## config.mk

```make
export PLATFORM = sky130hd
export DESIGN_NAME = atm_session_ctrl_flat
export DESIGN_NICKNAME = d
export VERILOG_FILES = /design/src/rtl/atm_pkg.sv /design/src/rtl/atm_session_ctrl_if.sv /design/src/rtl/atm_timeout_ctr.sv /design/src/rtl/atm_session_ctrl.sv /design/src/flat_wrapper.sv
export SDC_FILE = /design/constraint.sdc
export NUM_CORES = 1
export LEC_CHECK = 0
export CAP_MARGIN = 5
export CORE_MARGIN = 2
export CORE_UTILIZATION = 55
export CTS_BUF_LIST = sky130_fd_sc_hd__clkbuf_8
export CTS_CLUSTER_DIAMETER = 80
export DETAILED_ROUTE_END_ITERATION = 8
export GPL_TIMING_DRIVEN = 0
export PLACE_DENSITY_LB_ADDON = 0.08
export SLEW_MARGIN = 20
export SYNTH_ARGS = -nofsm -noshare
export SYNTH_HDL_FRONTEND = slang
export SYNTH_SLANG_ARGS = --single-unit
export TNS_END_PERCENT = 50
```

## constraint.sdc

```tcl
create_clock -name CLK -period 6 [get_ports CLK]
set_clock_uncertainty 0.2 [all_clocks]
set_input_delay 1.5 -clock CLK [delete_from_list [all_inputs] [get_ports CLK]]
set_output_delay 1.5 -clock CLK [all_outputs]
set_load 0.01 [all_outputs]
```

## src/rtl/atm_pkg.sv

```systemverilog
// Shared encodings for the ATM session controller.
// Holds the state encodings and the menu option codes.
package atm_pkg;

    typedef enum logic [2:0] {
        ST_IDLE     = 3'b000,
        ST_PIN      = 3'b001,
        ST_MENU     = 3'b010,
        ST_BALANCE  = 3'b011,
        ST_WITHDRAW = 3'b100,
        ST_DEPOSIT  = 3'b101,
        ST_DISPENSE = 3'b110,
        ST_EJECT    = 3'b111
    } state_e;

    // Menu option code, {O2,O1}
    typedef enum logic [1:0] {
        OPT_BAL  = 2'b00,
        OPT_WDR  = 2'b01,
        OPT_DEP  = 2'b10,
        OPT_EXIT = 2'b11
    } opt_e;

    localparam int unsigned TRY_W = 3;

endpackage

```

## src/rtl/atm_session_ctrl_if.sv

```systemverilog
// Card-session bus between the ATM front panel / dispenser and the controller.
// master: drives card/keypad/dispenser inputs, observes session outputs.
// slave : the controller side.
interface atm_session_ctrl_if #(
    parameter int unsigned BAL_W = 16
);
    logic             C;
    logic             B;
    logic             E;
    logic             V;
    logic             O2;
    logic             O1;
    logic [BAL_W-1:0] AMT;
    logic             DISP_ACK;
    logic [2:0]       S;
    logic [BAL_W-1:0] BAL_OUT;
    logic             DISP_REQ;
    logic [BAL_W-1:0] DISP_AMT;
    logic             EJECT;
    logic             RETAIN;
    logic             ERR;

    modport master (
        output C, B, E, V, O2, O1, AMT, DISP_ACK,
        input  S, BAL_OUT, DISP_REQ, DISP_AMT, EJECT, RETAIN, ERR
    );

    modport slave (
        input  C, B, E, V, O2, O1, AMT, DISP_ACK,
        output S, BAL_OUT, DISP_REQ, DISP_AMT, EJECT, RETAIN, ERR
    );
endinterface

```

## src/rtl/atm_timeout_ctr.sv

```systemverilog
// Inactivity counter: counts up while not cleared, saturates at CYC-1.
// Ports: clk_i, rst_ni (async active-low), clr_i (synchronous clear),
//        tc_o (registered, high while the count equals CYC-1).
module atm_timeout_ctr #(
    parameter int unsigned CYC = 1000
) (
    input  logic clk_i,
    input  logic rst_ni,
    input  logic clr_i,
    output logic tc_o
);
    localparam int unsigned CW = $clog2(CYC);
    localparam logic [CW-1:0] LAST = CW'(CYC - 1);

    logic [CW-1:0] cnt_q, cnt_d;
    logic          tc_q;

    // Next count: clear wins, otherwise increment up to LAST and hold
    always_comb begin
        cnt_d = cnt_q;
        if (clr_i) begin
            cnt_d = '0;
        end else if (cnt_q != LAST) begin
            cnt_d = cnt_q + CW'(1);
        end
    end

    // tc is registered alongside the count so it tracks cnt_q == LAST
    always_ff @(posedge clk_i or negedge rst_ni) begin
        if (!rst_ni) begin
            cnt_q <= '0;
            tc_q  <= 1'b0;
        end else begin
            cnt_q <= cnt_d;
            tc_q  <= (cnt_d == LAST);
        end
    end

    assign tc_o = tc_q;
endmodule

```

## src/rtl/atm_session_ctrl.sv

```systemverilog
// ATM card-session controller: state register, PIN-retry counter, balance
// register, dispenser request/ack and inactivity timeout.
// Ports: CLK, RST_N (async active-low), bus (slave side of the session bus:
//        card/keypad/dispenser inputs in; S, BAL_OUT, DISP_REQ, DISP_AMT,
//        EJECT, RETAIN, ERR out, all registered).
module atm_session_ctrl
    import atm_pkg::*;
#(
    parameter int unsigned TIMEOUT_CYC = 1000,
    parameter int unsigned MAX_TRIES   = 3,
    parameter int unsigned BAL_W       = 16,
    parameter int unsigned INIT_BAL    = 100
) (
    input  logic                CLK,
    input  logic                RST_N,
    atm_session_ctrl_if.slave   bus
);
    state_e           state_q, state_d;
    logic [TRY_W-1:0] tries_q, tries_d, tries_inc;
    logic             retain_q, retain_d;
    logic [BAL_W-1:0] bal_q, bal_d;
    logic [BAL_W-1:0] disp_amt_q, disp_amt_d;
    logic             err_q, err_d;
    logic             eject_q, eject_d;
    logic             disp_req_q, disp_req_d;
    logic [BAL_W:0]   dep_sum;
    logic             timed_c;
    logic             tmo_tc;
    logic             tmo_clr_c;

    assign timed_c   = (state_q inside {ST_PIN, ST_MENU, ST_BALANCE,
                                        ST_WITHDRAW, ST_DEPOSIT});
    assign tries_inc = tries_q + TRY_W'(1);
    assign dep_sum   = {1'b0, bal_q} + {1'b0, bus.AMT};
    // Timer restarts on any strobe, any state change, and outside timed states
    assign tmo_clr_c = !timed_c || bus.B || bus.E || (state_d != state_q);

    atm_timeout_ctr #(.CYC(TIMEOUT_CYC)) u_tmo (
        .clk_i  (CLK),
        .rst_ni (RST_N),
        .clr_i  (tmo_clr_c),
        .tc_o   (tmo_tc)
    );

    // Next-state and next-output logic
    always_comb begin
        state_d    = state_q;
        tries_d    = tries_q;
        retain_d   = retain_q;
        bal_d      = bal_q;
        disp_amt_d = disp_amt_q;
        err_d      = 1'b0;

        unique case (state_q)
            ST_IDLE: begin
                if (bus.C) begin
                    state_d  = ST_PIN;
                    tries_d  = '0;
                    retain_d = 1'b0;
                end
            end
            ST_PIN: begin
                if (bus.B) begin
                    state_d = ST_EJECT;
                end else if (bus.E) begin
                    if (bus.V) begin
                        state_d = ST_MENU;
                    end else begin
                        tries_d = tries_inc;
                        if (tries_inc == TRY_W'(MAX_TRIES)) begin
                            state_d  = ST_EJECT;
                            retain_d = 1'b1;
                        end
                    end
                end
            end
            ST_MENU: begin
                if (bus.B) begin
                    state_d = ST_EJECT;
                end else if (bus.E) begin
                    unique case (opt_e'({bus.O2, bus.O1}))
                        OPT_BAL:  state_d = ST_BALANCE;
                        OPT_WDR:  state_d = ST_WITHDRAW;
                        OPT_DEP:  state_d = ST_DEPOSIT;
                        OPT_EXIT: state_d = ST_EJECT;
                    endcase
                end
            end
            ST_BALANCE: begin
                if (bus.B || bus.E) begin
                    state_d = ST_MENU;
                end
            end
            ST_WITHDRAW: begin
                if (bus.B) begin
                    state_d = ST_MENU;
                end else if (bus.E) begin
                    if ((bus.AMT == '0) || (bus.AMT > bal_q)) begin
                        err_d = 1'b1;
                    end else begin
                        disp_amt_d = bus.AMT;
                        state_d    = ST_DISPENSE;
                    end
                end
            end
            ST_DEPOSIT: begin
                if (bus.B) begin
                    state_d = ST_MENU;
                end else if (bus.E) begin
                    bal_d   = dep_sum[BAL_W] ? '1 : dep_sum[BAL_W-1:0];
                    state_d = ST_MENU;
                end
            end
            ST_DISPENSE: begin
                // Keypad and timeout are deliberately ignored until the ack
                if (bus.DISP_ACK) begin
                    bal_d   = (disp_amt_q > bal_q) ? '0 : (bal_q - disp_amt_q);
                    state_d = ST_MENU;
                end
            end
            ST_EJECT: begin
                if (!bus.C) begin
                    state_d  = ST_IDLE;
                    retain_d = 1'b0;
                end
            end
        endcase

        // Card pulled or inactivity both force an eject from timed states
        if (timed_c && (!bus.C || (tmo_tc && !bus.B && !bus.E))) begin
            state_d = ST_EJECT;
        end

        eject_d    = (state_d == ST_EJECT) && !retain_d;
        disp_req_d = (state_d == ST_DISPENSE);
    end

    // Session registers
    always_ff @(posedge CLK or negedge RST_N) begin
        if (!RST_N) begin
            state_q    <= ST_IDLE;
            tries_q    <= '0;
            retain_q   <= 1'b0;
            bal_q      <= BAL_W'(INIT_BAL);
            disp_amt_q <= '0;
            err_q      <= 1'b0;
            eject_q    <= 1'b0;
            disp_req_q <= 1'b0;
        end else begin
            state_q    <= state_d;
            tries_q    <= tries_d;
            retain_q   <= retain_d;
            bal_q      <= bal_d;
            disp_amt_q <= disp_amt_d;
            err_q      <= err_d;
            eject_q    <= eject_d;
            disp_req_q <= disp_req_d;
        end
    end

    assign bus.S        = state_q;
    assign bus.BAL_OUT  = bal_q;
    assign bus.DISP_REQ = disp_req_q;
    assign bus.DISP_AMT = disp_amt_q;
    assign bus.EJECT    = eject_q;
    assign bus.RETAIN   = retain_q;
    assign bus.ERR      = err_q;
endmodule

```

## src/flat_wrapper.sv

```systemverilog
// flat-port wrapper written by rule: the top's interface ports become plain ports
module atm_session_ctrl_flat import atm_pkg::*;
#(
    parameter int unsigned TIMEOUT_CYC = 1000,
    parameter int unsigned MAX_TRIES   = 3,
    parameter int unsigned BAL_W       = 16,
    parameter int unsigned INIT_BAL    = 100
)
  (CLK, RST_N, bus_C, bus_B, bus_E, bus_V, bus_O2, bus_O1, bus_AMT, bus_DISP_ACK, bus_S, bus_BAL_OUT, bus_DISP_REQ, bus_DISP_AMT, bus_EJECT, bus_RETAIN, bus_ERR);
  atm_session_ctrl_if #(.BAL_W(BAL_W)) bus_i ();
  input  logic CLK;
  input  logic RST_N;
  input wire logic [$bits(bus_i.C)-1:0] bus_C;
  input wire logic [$bits(bus_i.B)-1:0] bus_B;
  input wire logic [$bits(bus_i.E)-1:0] bus_E;
  input wire logic [$bits(bus_i.V)-1:0] bus_V;
  input wire logic [$bits(bus_i.O2)-1:0] bus_O2;
  input wire logic [$bits(bus_i.O1)-1:0] bus_O1;
  input wire logic [$bits(bus_i.AMT)-1:0] bus_AMT;
  input wire logic [$bits(bus_i.DISP_ACK)-1:0] bus_DISP_ACK;
  output wire logic [$bits(bus_i.S)-1:0] bus_S;
  output wire logic [$bits(bus_i.BAL_OUT)-1:0] bus_BAL_OUT;
  output wire logic [$bits(bus_i.DISP_REQ)-1:0] bus_DISP_REQ;
  output wire logic [$bits(bus_i.DISP_AMT)-1:0] bus_DISP_AMT;
  output wire logic [$bits(bus_i.EJECT)-1:0] bus_EJECT;
  output wire logic [$bits(bus_i.RETAIN)-1:0] bus_RETAIN;
  output wire logic [$bits(bus_i.ERR)-1:0] bus_ERR;
  assign bus_i.C = bus_C;
  assign bus_i.B = bus_B;
  assign bus_i.E = bus_E;
  assign bus_i.V = bus_V;
  assign bus_i.O2 = bus_O2;
  assign bus_i.O1 = bus_O1;
  assign bus_i.AMT = bus_AMT;
  assign bus_i.DISP_ACK = bus_DISP_ACK;
  assign bus_S = bus_i.S;
  assign bus_BAL_OUT = bus_i.BAL_OUT;
  assign bus_DISP_REQ = bus_i.DISP_REQ;
  assign bus_DISP_AMT = bus_i.DISP_AMT;
  assign bus_EJECT = bus_i.EJECT;
  assign bus_RETAIN = bus_i.RETAIN;
  assign bus_ERR = bus_i.ERR;
  atm_session_ctrl #(.TIMEOUT_CYC(TIMEOUT_CYC), .MAX_TRIES(MAX_TRIES), .BAL_W(BAL_W), .INIT_BAL(INIT_BAL)) u_core (.CLK(CLK), .RST_N(RST_N), .bus(bus_i));
endmodule
```

==> run_summary.xml <==
<?xml version="1.0" encoding="UTF-8"?>
<metrics>
  <group name="run_status">
    <metric name="status" unit="">complete, no violations</metric>
  </group>
  <group name="sta">
    <metric name="totalNegativeSetupSlack" unit="ps">0</metric>
    <metric name="period_share" unit="%">75.9</metric>
    <metric name="whs" unit="ps">344</metric>
    <metric name="worstMarginPinSlew" unit="ps">748</metric>
    <metric name="grt_setup_unrepaired" unit="">false</metric>
    <metric name="timing.final.crit_period" unit="ps">4560</metric>
    <metric name="hold_viol" unit="">0</metric>
    <metric name="timing.fmax" unit="MHz">219</metric>
    <metric name="setup_violations" unit="">0</metric>
    <metric name="slew_headroom" unit="%">48.9</metric>
    <metric name="report.final.slew_viol_count" unit="">0</metric>
  </group>
  <group name="critical_path">
    <metric name="r2r_start" unit="">u_core.bus.BAL_OUT[0]</metric>
    <metric name="cp.required" unit="ps">6010</metric>
    <metric name="crit_path_start_kind" unit="">input port</metric>
    <metric name="cp.arrival" unit="ps">4570</metric>
    <metric name="path_cells" unit="">clkdlybuf4s50_1, ha_1, a21o_1, a21o_1, a21oi_1, o22ai_1, or3_1, a21oi_2, nand4_4, buf_6, mux2_4</metric>
    <metric name="critical_path_buf_inv_count" unit="">2</metric>
    <metric name="cp_max_fo" unit="">10</metric>
    <metric name="crit_path_max_incr_delay" unit="ps">500</metric>
    <metric name="critical_path.top_delay_family" unit="">compound AO/OA/AOI/OAI gates</metric>
    <metric name="cp_num_cells" unit="">11</metric>
    <metric name="critPathKind" unit="">input port to flip-flop</metric>
    <metric name="critPathLaunch" unit="">bus_AMT[9]</metric>
    <metric name="critPathSlowestCell" unit="">sky130_fd_sc_hd__clkdlybuf4s50_1</metric>
    <metric name="cp-end-kind" unit="">flip-flop</metric>
    <metric name="rr_worst_depth" unit="">13</metric>
    <metric name="worst_path_most_repeated_cell" unit="">sky130_fd_sc_hd__a21o_1</metric>
  </group>
  <group name="routing">
    <metric name="vias" unit="">4244</metric>
    <metric name="number_of_search_and_repair_iterations_in_the_first_detailed_routing_pass" unit="">5</metric>
    <metric name="route.antenna.remaining_nets" unit="">0</metric>
    <metric name="vias_per_cell" unit="">5.95</metric>
    <metric name="totalWireLength" unit="mm">11.8</metric>
    <metric name="drc" unit="">0</metric>
    <metric name="wire_per_inst" unit="um">16.5</metric>
    <metric name="dr.first_iter.drc_count" unit="">205</metric>
  </group>
  <group name="place">
    <metric name="dp.final_hpwl" unit="mm">9.02</metric>
    <metric name="gp_congestion" unit="">0.902</metric>
    <metric name="io_buffer_count" unit="">63</metric>
    <metric name="detailed_place.area" unit="sq um">5480</metric>
    <metric name="placedCellCount" unit="">705</metric>
  </group>
  <group name="clock_tree">
    <metric name="cts-htree-levels" unit="">2</metric>
    <metric name="path_clk_slew" unit="ps">110</metric>
    <metric name="postCtsSetupRepairBufs" unit="">0</metric>
    <metric name="numCtsBuffers" unit="">5</metric>
    <metric name="cts-root-buf" unit="">sky130_fd_sc_hd__clkbuf_8</metric>
    <metric name="tritoncts" unit="">done</metric>
    <metric name="cts.sinks" unit="">53</metric>
    <metric name="clkLatencyLatePin" unit="ps">320</metric>
    <metric name="cts-resized-gates" unit="">0</metric>
    <metric name="cts-root-to-sink-buffers" unit="">2</metric>
    <metric name="postCtsHoldBufs" unit="">0</metric>
  </group>
  <group name="synth">
    <metric name="ys_seq_elements" unit="">53</metric>
    <metric name="async_reset_ff_share" unit="%">100</metric>
    <metric name="ys_types" unit="">74</metric>
    <metric name="synth-seq-area-share" unit="%">28.2</metric>
    <metric name="synthesis.nets" unit="">617</metric>
    <metric name="netlist_area" unit="sq um">4720</metric>
    <metric name="number_of_enable_flip_flop_cells_after_synthesis" unit="">0</metric>
    <metric name="synth_warnings" unit="">0</metric>
    <metric name="synth_ff_type" unit="">sky130_fd_sc_hd__dfrtp_1</metric>
    <metric name="syn_avg_cell_area" unit="sq um">8.79</metric>
    <metric name="netlist_instances" unit="">537</metric>
  </group>
  <group name="finish">
    <metric name="number_of_nets_in_the_layout" unit="">687</metric>
    <metric name="fin_cells" unit="">713</metric>
    <metric name="final_layout_size_suffix_gt1_share" unit="%">7.89</metric>
    <metric name="n_antenna_cell" unit="">0</metric>
    <metric name="fillerInstances" unit="">674</metric>
    <metric name="syn_to_final_growth" unit="%">18.1</metric>
    <metric name="post-route-cell-area" unit="sq um">5580</metric>
  </group>
  <group name="global_routing">
    <metric name="grt.total_usage" unit="%">25.6</metric>
    <metric name="grt_max_degree" unit="">54</metric>
    <metric name="antenna_violations_before_repair" unit="">0</metric>
    <metric name="vias_in_the_first_global_route" unit="">4070</metric>
    <metric name="grt-ovfl-total" unit="">0</metric>
    <metric name="global_route_wire_length_before_repair" unit="mm">19.9</metric>
  </group>
  <group name="min_path">
    <metric name="holdPathStages" unit="">1</metric>
    <metric name="hold_path_startpoint" unit="">u_core.bus.DISP_AMT[6]</metric>
    <metric name="hold_path_class" unit="">flip-flop to flip-flop</metric>
  </group>
  <group name="floorplan">
    <metric name="starting_utilization_of_the_core_area" unit="%">57.2</metric>
    <metric name="count_of_pins_on_the_block_boundary" unit="">64</metric>
    <metric name="die-width" unit="um">96.7</metric>
    <metric name="row_count" unit="">33</metric>
    <metric name="die_y" unit="um">96.7</metric>
    <metric name="design.die.area" unit="sq um">9340</metric>
    <metric name="fp.coreArea" unit="sq um">8260</metric>
  </group>
  <group name="power">
    <metric name="powerDensity" unit="nW/um^2">477</metric>
    <metric name="vdd_ir_drop_max" unit="mV">0.249</metric>
    <metric name="power.static_leakage" unit="nW">2.52</metric>
    <metric name="power" unit="mW">2.66</metric>
  </group>
  <group name="run">
    <metric name="timing.max_cap.violations" unit="">0</metric>
  </group>
</metrics>
-- final timing paths --
path | to | slack, ps
setup / recovery | u_core.bus.DISP_AMT[12] | 1440
hold / removal | u_core.bus.DISP_AMT[6] | 340
setup reg to reg | u_core.bus.BAL_OUT[8] | 2350
hold reg to reg | u_core.bus.DISP_AMT[6] | 340
max in group asynchronous | u_core.bus.DISP_REQ | 4100
min in group asynchronous | u_core.bus.BAL_OUT[7] | 1010
-- through the flow --
stage               setup WS, ps  utilization, %
floorplan                   2050               -
global placement            1120            66.4
detailed placement          1120            66.4
CTS                         1460            67.5
global route                1340            67.5
finish                      1440            67.5
-- flip-flops by register name, summed over array words and instances, names as in the netlist --
signal	cells
u_core.u_tmo.cnt_q	10
u_core.bus.EJECT	1
u_core.bus.BAL_OUT	16
u_core.bus.S	3
u_core.bus.DISP_AMT	16
u_core.tries_q	3
u_core.bus.RETAIN	1
u_core.bus.DISP_REQ	1
u_core.u_tmo.tc_o	1
u_core.bus.ERR	1
-- where the power goes --
group	internal, mW	leakage (nW)	total [mW]	switching (mW)
Combinational	0.870	1.81	1.86	0.990
Sequential	0.471	0.663	0.578	0.107
Clock	0.0848	0.0447	0.224	0.139
Total	1.43	2.52	2.66	1.24
-- cells in the mapped netlist, types with 7 or more instances --
cell type | number | share of area, %
sky130_fd_sc_hd__nor2_1 | 38 | 3.0
sky130_fd_sc_hd__nor2b_1 | 8 | 1.1
sky130_fd_sc_hd__nand2_1 | 25 | 2.0
sky130_fd_sc_hd__nor3_1 | 7 | 0.74
sky130_fd_sc_hd__inv_1 | 61 | 4.8
sky130_fd_sc_hd__mux2_4 | 9 | 2.9
sky130_fd_sc_hd__nand3_1 | 15 | 1.6
sky130_fd_sc_hd__clkbuf_1 | 9 | 0.72
sky130_fd_sc_hd__nor4_1 | 7 | 0.93
sky130_fd_sc_hd__a21oi_1 | 41 | 4.3
sky130_fd_sc_hd__nand2b_1 | 12 | 1.6
sky130_fd_sc_hd__nand4_1 | 9 | 1.2
sky130_fd_sc_hd__dfrtp_1 | 50 | 26
sky130_fd_sc_hd__o21ai_0 | 25 | 2.6
sky130_fd_sc_hd__xor2_1 | 14 | 2.6
sky130_fd_sc_hd__o21bai_1 | 8 | 1.3
sky130_fd_sc_hd__ha_1 | 53 | 14
sky130_fd_sc_hd__xnor2_1 | 23 | 4.3
-- cell usage in the layout, fill, tap and decap left out, drive strengths merged, types with 6 or more instances in the layout --
cell,netlist,final
o21ai,25,25
nor4,7,7
xor2,14,14
nand3,15,15
ha,53,53
a21oi,42,42
clkdlybuf4s50,0,62
nor2b,8,8
dfrtp,50,50
buf,7,8
nor3,7,7
nand4,10,10
a22oi,6,6
nand2,25,25
o21bai,8,8
xnor2,23,23
nor2,38,38
mux2,15,15
o211ai,6,6
a31oi,6,6
clkbuf,10,15
nand2b,12,12
inv,61,62
-- area by class of cell --
| type | instances | area [sq um] | area share (%) |
|---|---|---|---|
| multi-input combinational | 406 | 3060 | 54.9 |
| sequential | 53 | 1330 | 23.9 |
| timing repair buffer | 63 | 628 | 11.3 |
| inverter | 61 | 229 | 4.11 |
| tap | 105 | 131 | 2.36 |
| buffer | 17 | 100 | 1.80 |
| clock buffer | 5 | 68.8 | 1.23 |
| clock inverter | 3 | 25.0 | 0.449 |
-- logic make-up after synthesis --
logic type	share of synthesized area, %
compound gates	21.2
flops	28.2
mux	5.62
fa+ha+maj	14.9
buf+inv	6.97
simple gates	16.3
xor+xnor	6.86
-- metal layers --
layer  vias to the layer above  part of all wire, %  GRT usage [%]
li1                       2059                    -              -
met2                       143                   46           41.5
met3                        16                  5.2           3.40
met5                         -                    0              0
met1                      2026                   47           36.5
met4                         0                  1.4           5.96
Note: power is estimated with default switching activity, not from simulation.
